==> src/rtl/alu_seq.sv <==
// alu_seq: registered W-bit ALU with a valid/ready handshake on both sides.
// One op is executed per accepted transaction. Result and flags are held in
// registers until the consumer takes them. An optional iterative unsigned
// multiplier can be added.
//
// Build option: define ALU_SEQ_MUL_EN to enable the W-cycle shift-add multiply
// (op 1000). When it is undefined, op 1000 is treated as an illegal op and
// r_hi is always 0.
//
// Ports:
//   clk, reset            clock; asynchronous active-high reset
//   in_valid / in_ready   input handshake; a, b, c_in and op are captured on accept
//   out_valid / out_ready output handshake; r, r_hi and the flags are valid
//                         while out_valid is high
//   r, r_hi               result, and the high half of the MUL product
//   zero, c_out, sign, ovf  registered result flags
module alu_seq #(
  parameter int unsigned W = 4
) (
  input  logic         clk,
  input  logic         reset,
  input  logic         in_valid,
  output logic         in_ready,
  input  logic [W-1:0] a,
  input  logic [W-1:0] b,
  input  logic         c_in,
  input  logic [3:0]   op,
  output logic         out_valid,
  input  logic         out_ready,
  output logic [W-1:0] r,
  output logic [W-1:0] r_hi,
  output logic         zero,
  output logic         c_out,
  output logic         sign,
  output logic         ovf
);

  localparam logic [3:0] OP_ADD = 4'h0;
  localparam logic [3:0] OP_SUB = 4'h1;
  localparam logic [3:0] OP_INC = 4'h2;
  localparam logic [3:0] OP_NEG = 4'h3;
  localparam logic [3:0] OP_AND = 4'h4;
  localparam logic [3:0] OP_OR  = 4'h5;
  localparam logic [3:0] OP_XOR = 4'h6;
  localparam logic [3:0] OP_NOT = 4'h7;

`ifdef ALU_SEQ_MUL_EN
  localparam logic [3:0]  OP_MUL = 4'h8;
  localparam int unsigned CW     = $clog2(W);
  localparam int unsigned W2     = 2 * W;

  typedef enum logic [1:0] {
    S_IDLE = 2'd0,
    S_BUSY = 2'd1,
    S_DONE = 2'd2
  } state_t;
`else
  typedef enum logic [1:0] {
    S_IDLE = 2'd0,
    S_DONE = 2'd2
  } state_t;
`endif

  state_t r_state;
  state_t w_state_nxt;
  state_t w_accept_state;

  logic         w_accept;
  logic         w_start_mul;
  logic [W-1:0] w_x;
  logic [W-1:0] w_y;
  logic         w_ci;
  logic         w_arith;
  logic [W:0]   w_sum;
  logic [W-1:0] w_res;
  logic         w_c;
  logic         w_ovf;

  // Handshake: can take a new op when idle, or when the held result leaves this cycle.
  assign in_ready  = !reset && ((r_state == S_IDLE) || ((r_state == S_DONE) && out_ready));
  assign w_accept  = in_valid && in_ready;
  assign out_valid = (r_state == S_DONE);

`ifdef ALU_SEQ_MUL_EN
  assign w_start_mul = (op == OP_MUL);
`else
  assign w_start_mul = 1'b0;
`endif

  // Single-cycle ALU: all arithmetic ops share one adder x + y + ci.
  always_comb begin
    w_x     = '0;
    w_y     = '0;
    w_ci    = 1'b0;
    w_arith = 1'b0;
    w_res   = '0;
    case (op)
      OP_ADD: begin w_x = a;  w_y = b;  w_ci = c_in; w_arith = 1'b1; end
      OP_SUB: begin w_x = a;  w_y = ~b; w_ci = 1'b1; w_arith = 1'b1; end
      OP_INC: begin w_x = a;  w_y = '0; w_ci = 1'b1; w_arith = 1'b1; end
      OP_NEG: begin w_x = '0; w_y = ~b; w_ci = 1'b1; w_arith = 1'b1; end
      OP_AND: w_res = a & b;
      OP_OR:  w_res = a | b;
      OP_XOR: w_res = a ^ b;
      OP_NOT: w_res = ~a;
      default: w_res = '0;
    endcase
    if (w_arith) begin
      w_res = w_sum[W-1:0];
    end
  end

  assign w_sum = {1'b0, w_x} + {1'b0, w_y} + {{W{1'b0}}, w_ci};
  assign w_c   = w_arith && w_sum[W];
  // Signed overflow: adder inputs agree in sign but the result does not.
  assign w_ovf = w_arith && (w_x[W-1] == w_y[W-1]) && (w_sum[W-1] != w_x[W-1]);

`ifdef ALU_SEQ_MUL_EN
  logic [W2-1:0] r_prod;
  logic [W-1:0]  r_mcand;
  logic [CW-1:0] r_cnt;
  logic [W:0]    w_madd;
  logic [W2-1:0] w_prod_nxt;

  // Shift-add step: the low half holds the remaining multiplier bits, and the
  // high half accumulates partial products. Shift right once per step.
  assign w_madd     = {1'b0, r_prod[W2-1:W]} + (r_prod[0] ? {1'b0, r_mcand} : {(W+1){1'b0}});
  assign w_prod_nxt = {w_madd, r_prod[W-1:1]};
`endif

  // State register.
  always_ff @(posedge clk or posedge reset) begin
    if (reset) begin
      r_state <= S_IDLE;
    end else begin
      r_state <= w_state_nxt;
    end
  end

  // Next-state logic.
  always_comb begin
    w_state_nxt    = r_state;
`ifdef ALU_SEQ_MUL_EN
    w_accept_state = w_start_mul ? S_BUSY : S_DONE;
`else
    w_accept_state = S_DONE;
`endif
    case (r_state)
      S_IDLE: begin
        if (w_accept) w_state_nxt = w_accept_state;
      end
`ifdef ALU_SEQ_MUL_EN
      S_BUSY: begin
        if (r_cnt == '0) w_state_nxt = S_DONE;
      end
`endif
      S_DONE: begin
        if (w_accept)       w_state_nxt = w_accept_state;
        else if (out_ready) w_state_nxt = S_IDLE;
      end
      default: w_state_nxt = S_IDLE;
    endcase
  end

  // Result and flag registers. They load only when a result completes.
  always_ff @(posedge clk or posedge reset) begin
    if (reset) begin
      r     <= '0;
      r_hi  <= '0;
      zero  <= 1'b0;
      c_out <= 1'b0;
      sign  <= 1'b0;
      ovf   <= 1'b0;
`ifdef ALU_SEQ_MUL_EN
      r_prod  <= '0;
      r_mcand <= '0;
      r_cnt   <= '0;
`endif
    end else begin
      if (w_accept && !w_start_mul) begin
        r     <= w_res;
        r_hi  <= '0;
        zero  <= (w_res == '0);
        c_out <= w_c;
        sign  <= w_res[W-1];
        ovf   <= w_ovf;
      end
`ifdef ALU_SEQ_MUL_EN
      if (w_accept && w_start_mul) begin
        r_prod  <= {{W{1'b0}}, b};
        r_mcand <= a;
        r_cnt   <= CW'(W - 1);
      end else if (r_state == S_BUSY) begin
        r_prod <= w_prod_nxt;
        r_cnt  <= r_cnt - 1'b1;
        if (r_cnt == '0) begin
          r     <= w_prod_nxt[W-1:0];
          r_hi  <= w_prod_nxt[W2-1:W];
          zero  <= (w_prod_nxt == '0);
          c_out <= 1'b0;
          sign  <= w_prod_nxt[W-1];
          ovf   <= (w_prod_nxt[W2-1:W] != '0);
        end
      end
`endif
    end
  end

endmodule

==> config.mk <==
export PLATFORM = sky130hd
export DESIGN_NAME = alu_seq
export DESIGN_NICKNAME = d
export VERILOG_FILES = /design/src/rtl/alu_seq.sv
export SDC_FILE = /design/constraint.sdc
export NUM_CORES = 1
export LEC_CHECK = 0
export BUFFER_PORTS_ARGS = -buffer_cell sky130_fd_sc_hd__buf_4
export CORE_MARGIN = 1
export CORE_UTILIZATION = 40
export CTS_BUF_LIST = sky130_fd_sc_hd__clkbuf_16
export CTS_CLUSTER_SIZE = 40
export DETAILED_ROUTE_END_ITERATION = 8
export PLACE_DENSITY_LB_ADDON = 0.1
export SYNTH_ARGS = -nofsm -noshare
export SYNTH_HDL_FRONTEND = slang
export SYNTH_SLANG_ARGS = --single-unit
export TNS_END_PERCENT = 50
==> constraint.sdc <==
create_clock -name clk -period 1.6 [get_ports clk]
set_input_delay 0.32 -clock clk [delete_from_list [all_inputs] [get_ports clk]]
set_output_delay 0.32 -clock clk [all_outputs]
set_load 0.02 [all_outputs]
==> results by group, run 1 <==
Yosys
  – Synthesized flop and latch total: 8
  – Multiplexer area fraction after synthesis: 18.0%
  – Top FF cell, synth: dfrtp_1
  – Share of the synthesized area in the top cell type: 21.0%
  – Post-synth EDFFs: 0
  – Avg Inst Size Synth: 9.16 um2
  – Xor and xnor fraction of the mapped netlist area: 1.84%
  – Count leader, synth: inv_1
  – Main area contributors after synthesis: dfrtp_1, ha_1, inv_1
  – Simple-gate share of the synthesized area: 13.5%
  – Compound-Gate Fraction of Synth Area: 12.5%
  – Synth unique cells: 36
  – Synth async-reset ratio: 100%
  – Sequential share of the synthesized area: 21.0%
  – Synthesis Warnings: 0
  – Main combinational cell family by area after synthesis: adder cells
  – Commonest cells in the netlist: inv_1, ha_1, dfrtp_1, nand2_1
  – Yosys top cell by area: dfrtp_1
  – Post-Synth Adder-Cell Area: 18.7%
  – Mapped Cells: 104
  – Mapped cell area: 952 um2

Die
  – Die width: 50.8 um
  – Die ar.: 2580 um2
  – Top Ports: 31
  – Standard-cell rows: 17
  – Die Height: 50.8 um
  – Core area: 2230 um2
  – Starting density of the core: 42.6%

Critical path
  – Max Fanout on Critical Path: 4
  – Crit end category: register
  – Worst setup SP type: primary input
  – CP peak stage delay: 0.40 ns
  – Most Frequent Cell on Critical Path: fa_2
  – CP Data Required Time: 1.72 ns
  – Crit path cell chain: buf_8 > a211oi_4 > nand2_1 > fa_2 > fa_2 > xnor2_1 > a2111o_1 > o41ai_2
  – Slowest CP cell: fa_2
  – Setup CP Type: in -> reg
  – WP data arrival: 2.41 ns

Drt
  – Total Wirelength: 2130 um
  – Vias per cell: 4.85
  – DR iter-0 viols: 9
  – 1st-pass router iterations: 4
  – Via count: 849
  – Number of routed nets with antenna violations: 0
  – Drt drc: 0
  – Routed wire per std cell: 12.2 um

Power and ir drop
  – Sw frac: 27.6%
  – Clock Power Share: 41.3%
  – Worst VDD drop: 0.000728 V
  – Combinational Power Share: 34.5%
  – Psw: 0.278 mW
  – Power Density: 710 nW/um2
  – Power share of the sequential group: 24.3%
  – Total internal power: 0.730 mW
  – Overall Power: 1.01 mW
  – LEAKAGE: 0.766 nW

STA
  – Max Fclk: 436 MHz
  – Final setup violation count: 7
  – Count of final hold-check violations: 0
  – Final Cycle Share: 143%
  – Hold slack: 0.0893 ns
  – Tmin final: 2.29 ns
  – Setup ws final: -0.691 ns
  – Max-slew violations: 0
  – Clk_skew: 0.000238 ns
  – RSZ-0062 raised after global routing: true

Finish
  – Reg area: 200 um2
  – Share of layout cells above drive strength 1: 44.2%
  – Post-route cell area: 1420 um2
  – Syn-to-layout area delta: 49.1%
  – Final core utilization: 63.6%
  – Multi-input logic area: 674 um2
  – # fillers: 200
  – Diode count: 0
  – Nets: 179

Clock network
  – Worst-case clock buffer depth: 2
  – CTS Buf Count: 3
  – CTS tree: built
  – Clock-pin slew on the worst setup and hold paths: 0.04 ns
  – CTS Hold Buffers Added: 0
  – Htree depth: 1
  – CTS sink cnt: 8
  – Root Driver: clkbuf_16
  – Clock latency on the worst-skew pair: 0.23 ns
  – Setup Fix Bufs, Post-CTS: 0

Place
  – RePlAce Congestion: 0.748
  – DPL Wire Length: 1780 um
  – # port buffers: 26
  – Dpl cell area: 1320 um2

Flow run
  – Max-Cap Viols: 0

Global routing
  – Total track usage: 19.7%
  – Initial antenna violation count: 0
  – Largest net degree at the start of global routing: 11
  – Total gr overflow: 0
  – Number of global-route vias before repair: 881
  – First-pass GRT wire length: 3810 um

Status
  – Status: complete, but fails checks
  – Failing checks: negative setup slack

Worst hold path
  – Class of the most critical hold timing path: in -> async
==> registers in the layout, summed over array words and instances (netlist names) <==
register and cells:
c_out 1, ovf 1, r 4, r_state 1
zero 1
==> what timing repair did <==
action | in CTS | in global routing
gates resized for setup | 8 | 1
pin swaps | 1 | 0
setup endpoints to repair | 7 | 7
==> cells by family (layout without fill, tap and decap cells) <==
logic type / after synthesis / after routing
multiplexers: 12 / 12
AND/OR/NAND/NOR: 25 / 25
buffers and inverters: 28 / 68
flip-flops: 8 / 8
XOR/XNOR: 2 / 2
AO/OA/AOI/OAI: 15 / 15
other: 1 / 4
adder cells (fa/ha/maj): 13 / 13
==> metal layers <==
metal | vias up | share of wire, % | global-route usage, %
met5 | - | 0 | 0
met4 | 0 | 0.47 | 6.94
met3 | 2 | 3.2 | 1.82
met2 | 21 | 54 | 36.9
met1 | 395 | 43 | 22.8
li1 | 431 | - | -
==> final timing paths <==
| check | depth (start not counted) | slack, ns | endpoint | startpoint |
|---|---|---|---|---|
| hold reg to reg | 2 | 0.48 | c_out | c_out |
| setup / recovery | 8 | -0.69 | zero | op[1] |
| setup reg to reg | 4 | 0.25 | zero | r_state[1] |
| max in group asynchronous | 3 | 1.38 | r[1] | reset |
| min in group clk | 3 | 0.38 | r_state[1] | out_ready |
| hold / removal | 3 | 0.09 | r[3] | reset |
==> power by group through the flow <==
stage	sequential (mW)	clock, mW	combinational, mW
2_1_floorplan	0.278	0	0.172
3_3_place_gp	0.245	0	0.330
3_5_place_dp	0.247	0	0.337
4_1_cts	0.245	0.424	0.347
5_1_grt	0.248	0.439	0.382
6_report	0.245	0.416	0.348
==> critical path, delay by kind of cell <==
kind / cells / cell delay (ns)
xor+xnor: 1 / 0.13
simple gates: 1 / 0.11
fa+ha+maj: 2 / 0.78
buf+inv: 1 / 0.11
compound gates: 3 / 0.96
==> final cells by class <==
class	instances	share of cell area, %
Clock buffer	3	5.29
Tap cell	28	2.47
Timing Repair Buffer	47	25.9
Inverter	18	4.76
Sequential cell	8	14.1
Multi-Input combinational cell	71	47.5
==> placed cells by master, fill, tap and decap left out, types with 2 or more instances in the layout <==
cell type  Yosys  routed
a2111o_1       2       2
mux2_2         5       3
fa_2           0       2
o21a_1         2       2
buf_4          5      44
nor3_1         3       3
dfrtp_1        8       8
mux2i_1        4       4
ha_1          11      11
clkbuf_16      0       3
nand2b_1       3       3
o21ai_0        3       2
and2_1         3       3
inv_1         18      18
buf_6          1       2
nand2_1        8       7
conb_1         1       4
mux2_4         0       2
mux4_1         2       2
==> stage by stage <==
| step | worst slack [ns] | std cells | setup TNS (ns) |
|---|---|---|---|
| floorplan | -0.855 | 107 | -3.59 |
| global placement | -0.909 | 172 | -4.50 |
| detailed placement | -0.996 | 172 | -4.79 |
| CTS | -0.721 | 175 | -2.90 |
| global route | -0.803 | 175 | -3.49 |
| finish | -0.691 | 175 | -2.86 |
Note: power is estimated with default switching activity, not from simulation.
==> run 2: changes to the inputs <==
Settings changed: CORE_ASPECT_RATIO from default to 1.1.
==> results by group, run 2 (same netlist as run 1, synthesis figures left out) <==
Finish
  – Diode count: 0 (unchanged)
  – Commonest non-fill, non-tap cells in the layout: buf_4, inv_1, ha_1, dfrtp_1, nand2_1
  – Syn-to-layout area delta: 61.2%
  – Share of layout cells above drive strength 1: 52.0% (+7.8 points)
  – Nets: 182 (+1.7%)
  – Most flops, register: r
  – Max reg flops: 4 (unchanged)
  – Most common cell after layout, fill and taps aside: buf_4

Die
  – Core area: 2250 um2 (+0.84%)
  – Standard-cell rows: 18 (+1)
  – Die Height: 53.2 um (+4.7%)
  – Top Ports: 31 (unchanged)
  – Die ar.: 2580 um2 (about the same)
  – Die width: 48.5 um (-4.5%)
  – Starting density of the core: 42.3% (-0.36 points)

Status
  – Failing checks: negative setup slack
  – Status: complete, but fails checks

Critical path
  – CP Data Required Time: 1.73 ns (about the same)
  – Crit end category: register
  – Slowest CP cell: fa_2
  – WP data arrival: 2.31 ns (-0.10 ns)
  – Crit path cell chain: buf_8 > a211oi_4 > nand2_2 > fa_2 > fa_2 > xnor2_2 > a2111o_1 > o41ai_2
  – Setup CP Type: in -> reg
  – Most Frequent Cell on Critical Path: fa_2
  – Worst setup SP type: primary input
  – Max Fanout on Critical Path: 4 (unchanged)
  – CP peak stage delay: 0.40 ns (about the same)

Clock network
  – CTS Buf Count: 3 (unchanged)
  – Root Driver: clkbuf_16
  – Clock latency on the worst-skew pair: 0.23 ns (about the same)
  – CTS tree: built
  – CTS sink cnt: 8 (unchanged)
  – Worst-case clock buffer depth: 2 (unchanged)
  – Htree depth: 1 (unchanged)
  – Clock-pin slew on the worst setup and hold paths: 0.04 ns (about the same)

Power and ir drop
  – Overall Power: 1.04 mW (+2.9%)
  – Power Density: 676 nW/um2 (-4.8%)
  – Worst VDD drop: 0.000527 V (-28%)
  – LEAKAGE: 0.806 nW (+5.3%)

Global routing
  – Largest net degree at the start of global routing: 11 (unchanged)
  – Total gr overflow: 0 (unchanged)
  – Number of global-route vias before repair: 877 (-0.45%)
  – Initial antenna violation count: 0 (unchanged)
  – First-pass GRT wire length: 3570 um (-6.1%)
  – Total track usage: 18.4% (-1.3 points)

Drt
  – Drt drc: 0 (unchanged)
  – Total Wirelength: 2160 um (+1.5%)
  – Vias per cell: 4.92 (+1.3%)
  – DR iter-0 viols: 2 (-7)
  – 1st-pass router iterations: 2 (-2)
  – Via count: 885 (+4.2%)
  – Number of routed nets with antenna violations: 0 (unchanged)
  – Routed wire per std cell: 12.0 um (-1.4%)

STA
  – Max-slew violations: 0 (unchanged)
  – Final Cycle Share: 136% (-7.3 points)
  – RSZ-0062 raised after global routing: true
  – Clk_skew: 0.000391 ns (+0.000152 ns)
  – Tmin final: 2.17 ns (-0.116 ns)
  – Max Fclk: 460 MHz (+5.4%)
  – Setup ws final: -0.575 ns (+0.116 ns)
  – Final setup violation count: 7 (unchanged)
  – Count of final hold-check violations: 0 (unchanged)

Place
  – Place WS: -0.952 ns (+0.0437 ns)
  – RePlAce Congestion: 0.808 (+8.0%)
  – DPL Wire Length: 1710 um (-3.8%)
  – # port buffers: 26 (unchanged)

Worst hold path
  – Class of the most critical hold timing path: in -> async

Flow run
  – Max-Cap Viols: 0 (unchanged)
run 2: changes by cell type in the layout (fill, tap and decap cells not counted), sizes merged:
cell / previous run / this run
buf: 47 / 50
run 2: area by class of cell:
type,instances,area [um2]
inverter,18,67.6
tap,30,37.5
multi-input combinational,71,752
fill,167,717
clock buffer,3,75.1
sequential,8,200
timing repair buffer,50,403
run 2: worst paths after layout:
check                      startpoint    endpoint  slack, ns  cells past startpoint
setup / recovery                op[1]        zero      -0.57                      8
hold / removal                  reset        zero       0.09                      3
setup reg to reg           r_state[1]        zero       0.36                      4
hold reg to reg                  zero        zero       0.49                      2
max in group asynchronous       reset       c_out       1.38                      3
min in group clk            out_ready  r_state[1]       0.39                      3
run 2: through the flow:
step	hold WS [ns]	std cells	utilization [%]	cell area (um2)	setup TNS (ns)
3_3_place_gp	0.336	175	59.0	1330	-4.42
4_1_cts	0.0970	180	65.2	1470	-3.11
2_1_floorplan	0.149	107	-	1020	-3.59
5_1_grt	0.122	180	68.2	1540	-2.99
6_report	0.0927	180	68.2	1540	-2.58
3_5_place_dp	0.335	175	59.0	1330	-4.70
run 2: repair_timing:
item,4_1_cts,5_1_grt
gates resized for setup,13,15
pin swaps,9,11
buffers inserted,2,1
setup endpoints to repair,7,7
hold endpoints to repair,0,0
hold buffers,0,0
cloned,0,0
run 2: layer usage:
metal  wire (um)  track usage, %  vias to the layer above
li1            -               -                      433
met1         823            17.8                      422
met2        1210            37.6                       24
met3          83            3.45                        6
met4          42            9.31                        0
met5           0               0                        -
run 2: worst max-delay path, delay by kind of cell:
family,cells,cell delay (ns)
compound gates,3,0.86
fa+ha+maj,2,0.79
xor+xnor,1,0.15
buf+inv,1,0.11
simple gates,1,0.09
run 2: power breakdown:
group          leakage [nW]  switching [mW]  internal, mW
Sequential            0.104          0.0150         0.230
Clock                0.0370          0.0954         0.322
Combinational         0.665           0.179         0.197
==> run 3: changes to the inputs <==
Settings changed: PLACE_DENSITY_LB_ADDON 0.1 to 0.12.
==> results by group, run 3 (same netlist as run 1, synthesis figures left out) <==
Status
  – Status: complete, but fails checks
  – Failing checks: negative setup slack

Critical path
  – WP data arrival: 2.38 ns (+0.07 ns)
  – Critical Path Sink: zero
  – Worst setup SP type: primary input
  – CP startpoint: op[0]
  – FF-to-FF End: zero
  – Crit end category: register
  – CP Data Required Time: 1.73 ns (about the same)
  – Worst path bufs/invs: 1 (unchanged)
  – CP peak stage delay: 0.44 ns (+0.04 ns)
  – Crit path cell chain: buf_12 > a211oi_4 > nand2_2 > fa_2 > fa_2 > xnor2_2 > a2111o_1 > o41ai_2
  – Slowest CP cell: a2111o_1
  – Reg-to-Reg Start: r_state[1]
  – R2R cell count: 4 (unchanged)
  – Max Fanout on Critical Path: 5 (+1)
  – Reg2Reg Setup Slack: 0.38 ns (+0.02 ns)
  – Crit path max-delay family: compound AO/OA/AOI/OAI gates
  – Setup CP Type: in -> reg
  – Levels on crit path: 8 (unchanged)
  – Most Frequent Cell on Critical Path: fa_2

Drt
  – Total Wirelength: 2160 um (about the same)
  – Number of routed nets with antenna violations: 0 (unchanged)
  – 1st-pass router iterations: 4 (+2)
  – Via count: 865 (-2.3%)
  – Routed wire per std cell: 12.1 um (+0.51%)
  – Vias per cell: 4.83 (-1.7%)
  – Drt drc: 0 (unchanged)
  – DR iter-0 viols: 4 (+2)

STA
  – Tmin final: 2.25 ns (+0.0743 ns)
  – Final Cycle Share: 141% (+4.6 points)
  – Max Fclk: 445 MHz (-3.3%)
  – Setup ws final: -0.649 ns (-0.0743 ns)
  – Count of final hold-check violations: 0 (unchanged)
  – Max-slew violations: 0 (unchanged)
  – Final setup violation count: 7 (unchanged)
  – RSZ-0062 raised after global routing: true
  – Clk_skew: 0.000607 ns (+0.000216 ns)

Die
  – Die width: 48.5 um (unchanged)
  – Die ar.: 2580 um2 (unchanged)
  – Top Ports: 31 (unchanged)
  – Die Height: 53.2 um (unchanged)
  – Standard-cell rows: 18 (unchanged)
  – Starting density of the core: 42.3% (unchanged)
  – Core area: 2250 um2 (unchanged)

Power and ir drop
  – Power Density: 690 nW/um2 (+2.1%)
  – LEAKAGE: 0.796 nW (-1.3%)
  – Worst VDD drop: 0.000820 V (+56%)

Clock network
  – Clock latency on the worst-skew pair: 0.23 ns (about the same)
  – Clock-pin slew on the worst setup and hold paths: 0.04 ns (about the same)
  – Worst-case clock buffer depth: 2 (unchanged)
  – CTS sink cnt: 8 (unchanged)
  – CTS Buf Count: 3 (unchanged)
  – Htree depth: 1 (unchanged)
  – CTS Hold Buffers Added: 0 (unchanged)
  – Root Driver: clkbuf_16
  – CTS tree: built

Finish
  – Share of layout cells above drive strength 1: 47.7% (-4.3 points)
  – Nets: 181 (-0.55%)
  – # fillers: 194 (+16%)
  – Multi-input logic area: 711 um2 (-5.5%)
  – Syn-to-layout area delta: 56.5%
  – Commonest non-fill, non-tap cells in the layout: buf_4, inv_1, ha_1, dfrtp_1, nand2_1
  – Max reg flops: 4 (unchanged)
  – Reg area: 200 um2 (unchanged)
  – Final core utilization: 66.2% (-2.0 points)
  – Diode count: 0 (unchanged)
  – Most flops, register: r
  – Most common cell after layout, fill and taps aside: buf_4

Global routing
  – Top Usage Layer GRT: met2
  – Total gr overflow: 0 (unchanged)
  – Grt met3 use: 2.59% (-0.86 points)
  – Total track usage: 20.1% (+1.7 points)
  – Number of global-route vias before repair: 876 (-0.11%)
  – Met1 Use GR: 19.6% (+1.8 points)
  – First-pass GRT wire length: 3740 um (+4.6%)
  – Met2 usage: 40.4% (+2.8 points)
  – Largest net degree at the start of global routing: 11 (unchanged)
  – Initial antenna violation count: 0 (unchanged)

Worst hold path
  – Class of the most critical hold timing path: in -> async

Flow run
  – Max-Cap Viols: 0 (unchanged)

Place
  – Place WS: -0.980 ns (-0.0276 ns)
  – DPL Wire Length: 1780 um (+4.2%)
  – # port buffers: 26 (unchanged)
  – RePlAce Congestion: 0.772 (-4.5%)
==> run 3: worst reg2reg max path, delay by kind of cell (launching register included) <==
kind / cells / cell delay (ns)
AO/OA/AOI/OAI: 2 / 0.53
flip-flops: 1 / 0.36
AND/OR/NAND/NOR: 2 / 0.22
==> run 3: metal layers <==
metal / routed length (um) / share of wire (%)
met5: 0 / 0
met4: 45 / 2.1
met3: 65 / 3.0
met2: 1190 / 55
met1: 862 / 40
==> run 3: stage by stage <==
| stage | hold WS (ns) | instance area [um2] | instances | power, mW | TNS [ns] |
|---|---|---|---|---|---|
| after global placement | 0.338 | 1320 | 174 | 0.573 | -4.43 |
| after global routing | 0.123 | 1490 | 179 | 1.08 | -3.50 |
| after floorplan | 0.149 | 1020 | 107 | 0.451 | -3.59 |
| after CTS | 0.0954 | 1460 | 179 | 1.03 | -3.00 |
| after detailed placement | 0.334 | 1320 | 174 | 0.583 | -4.76 |
| final | 0.0966 | 1490 | 179 | 1.03 | -2.91 |
==> run 3: repair_timing <==
action | 4_1_cts | 5_1_grt
endpoints found under the setup margin | 7 | 7
buffers inserted | 2 | 0
gates cloned | 0 | 0
pin swaps | 3 | 9
resized for setup | 14 | 7
==> run 3: final cells by class <==
type	count	share of cell area, %
multi-input cells	71	47.7
repair buffers	49	26.8
flip-flops and latches	8	13.4
clock buffers	3	5.04
inverters	18	4.53
well taps	30	2.52
==> run 3: worst min path at each step <==
stage          startpoint     to  slack [ns]  depth (start not counted)
6_report            reset   r[0]         0.1                          3
2_1_floorplan       reset  c_out        0.15                          1
3_3_place_gp        reset   r[1]        0.34                          3
4_1_cts             reset   r[0]         0.1                          3
3_5_place_dp        reset   r[0]        0.33                          3
5_1_grt             reset   r[0]        0.12                          3
==> run 3: power by group <==
part | switching, mW | internal (mW)
sequential | 0.0155 | 0.230
combinational | 0.175 | 0.191
clock | 0.0951 | 0.322
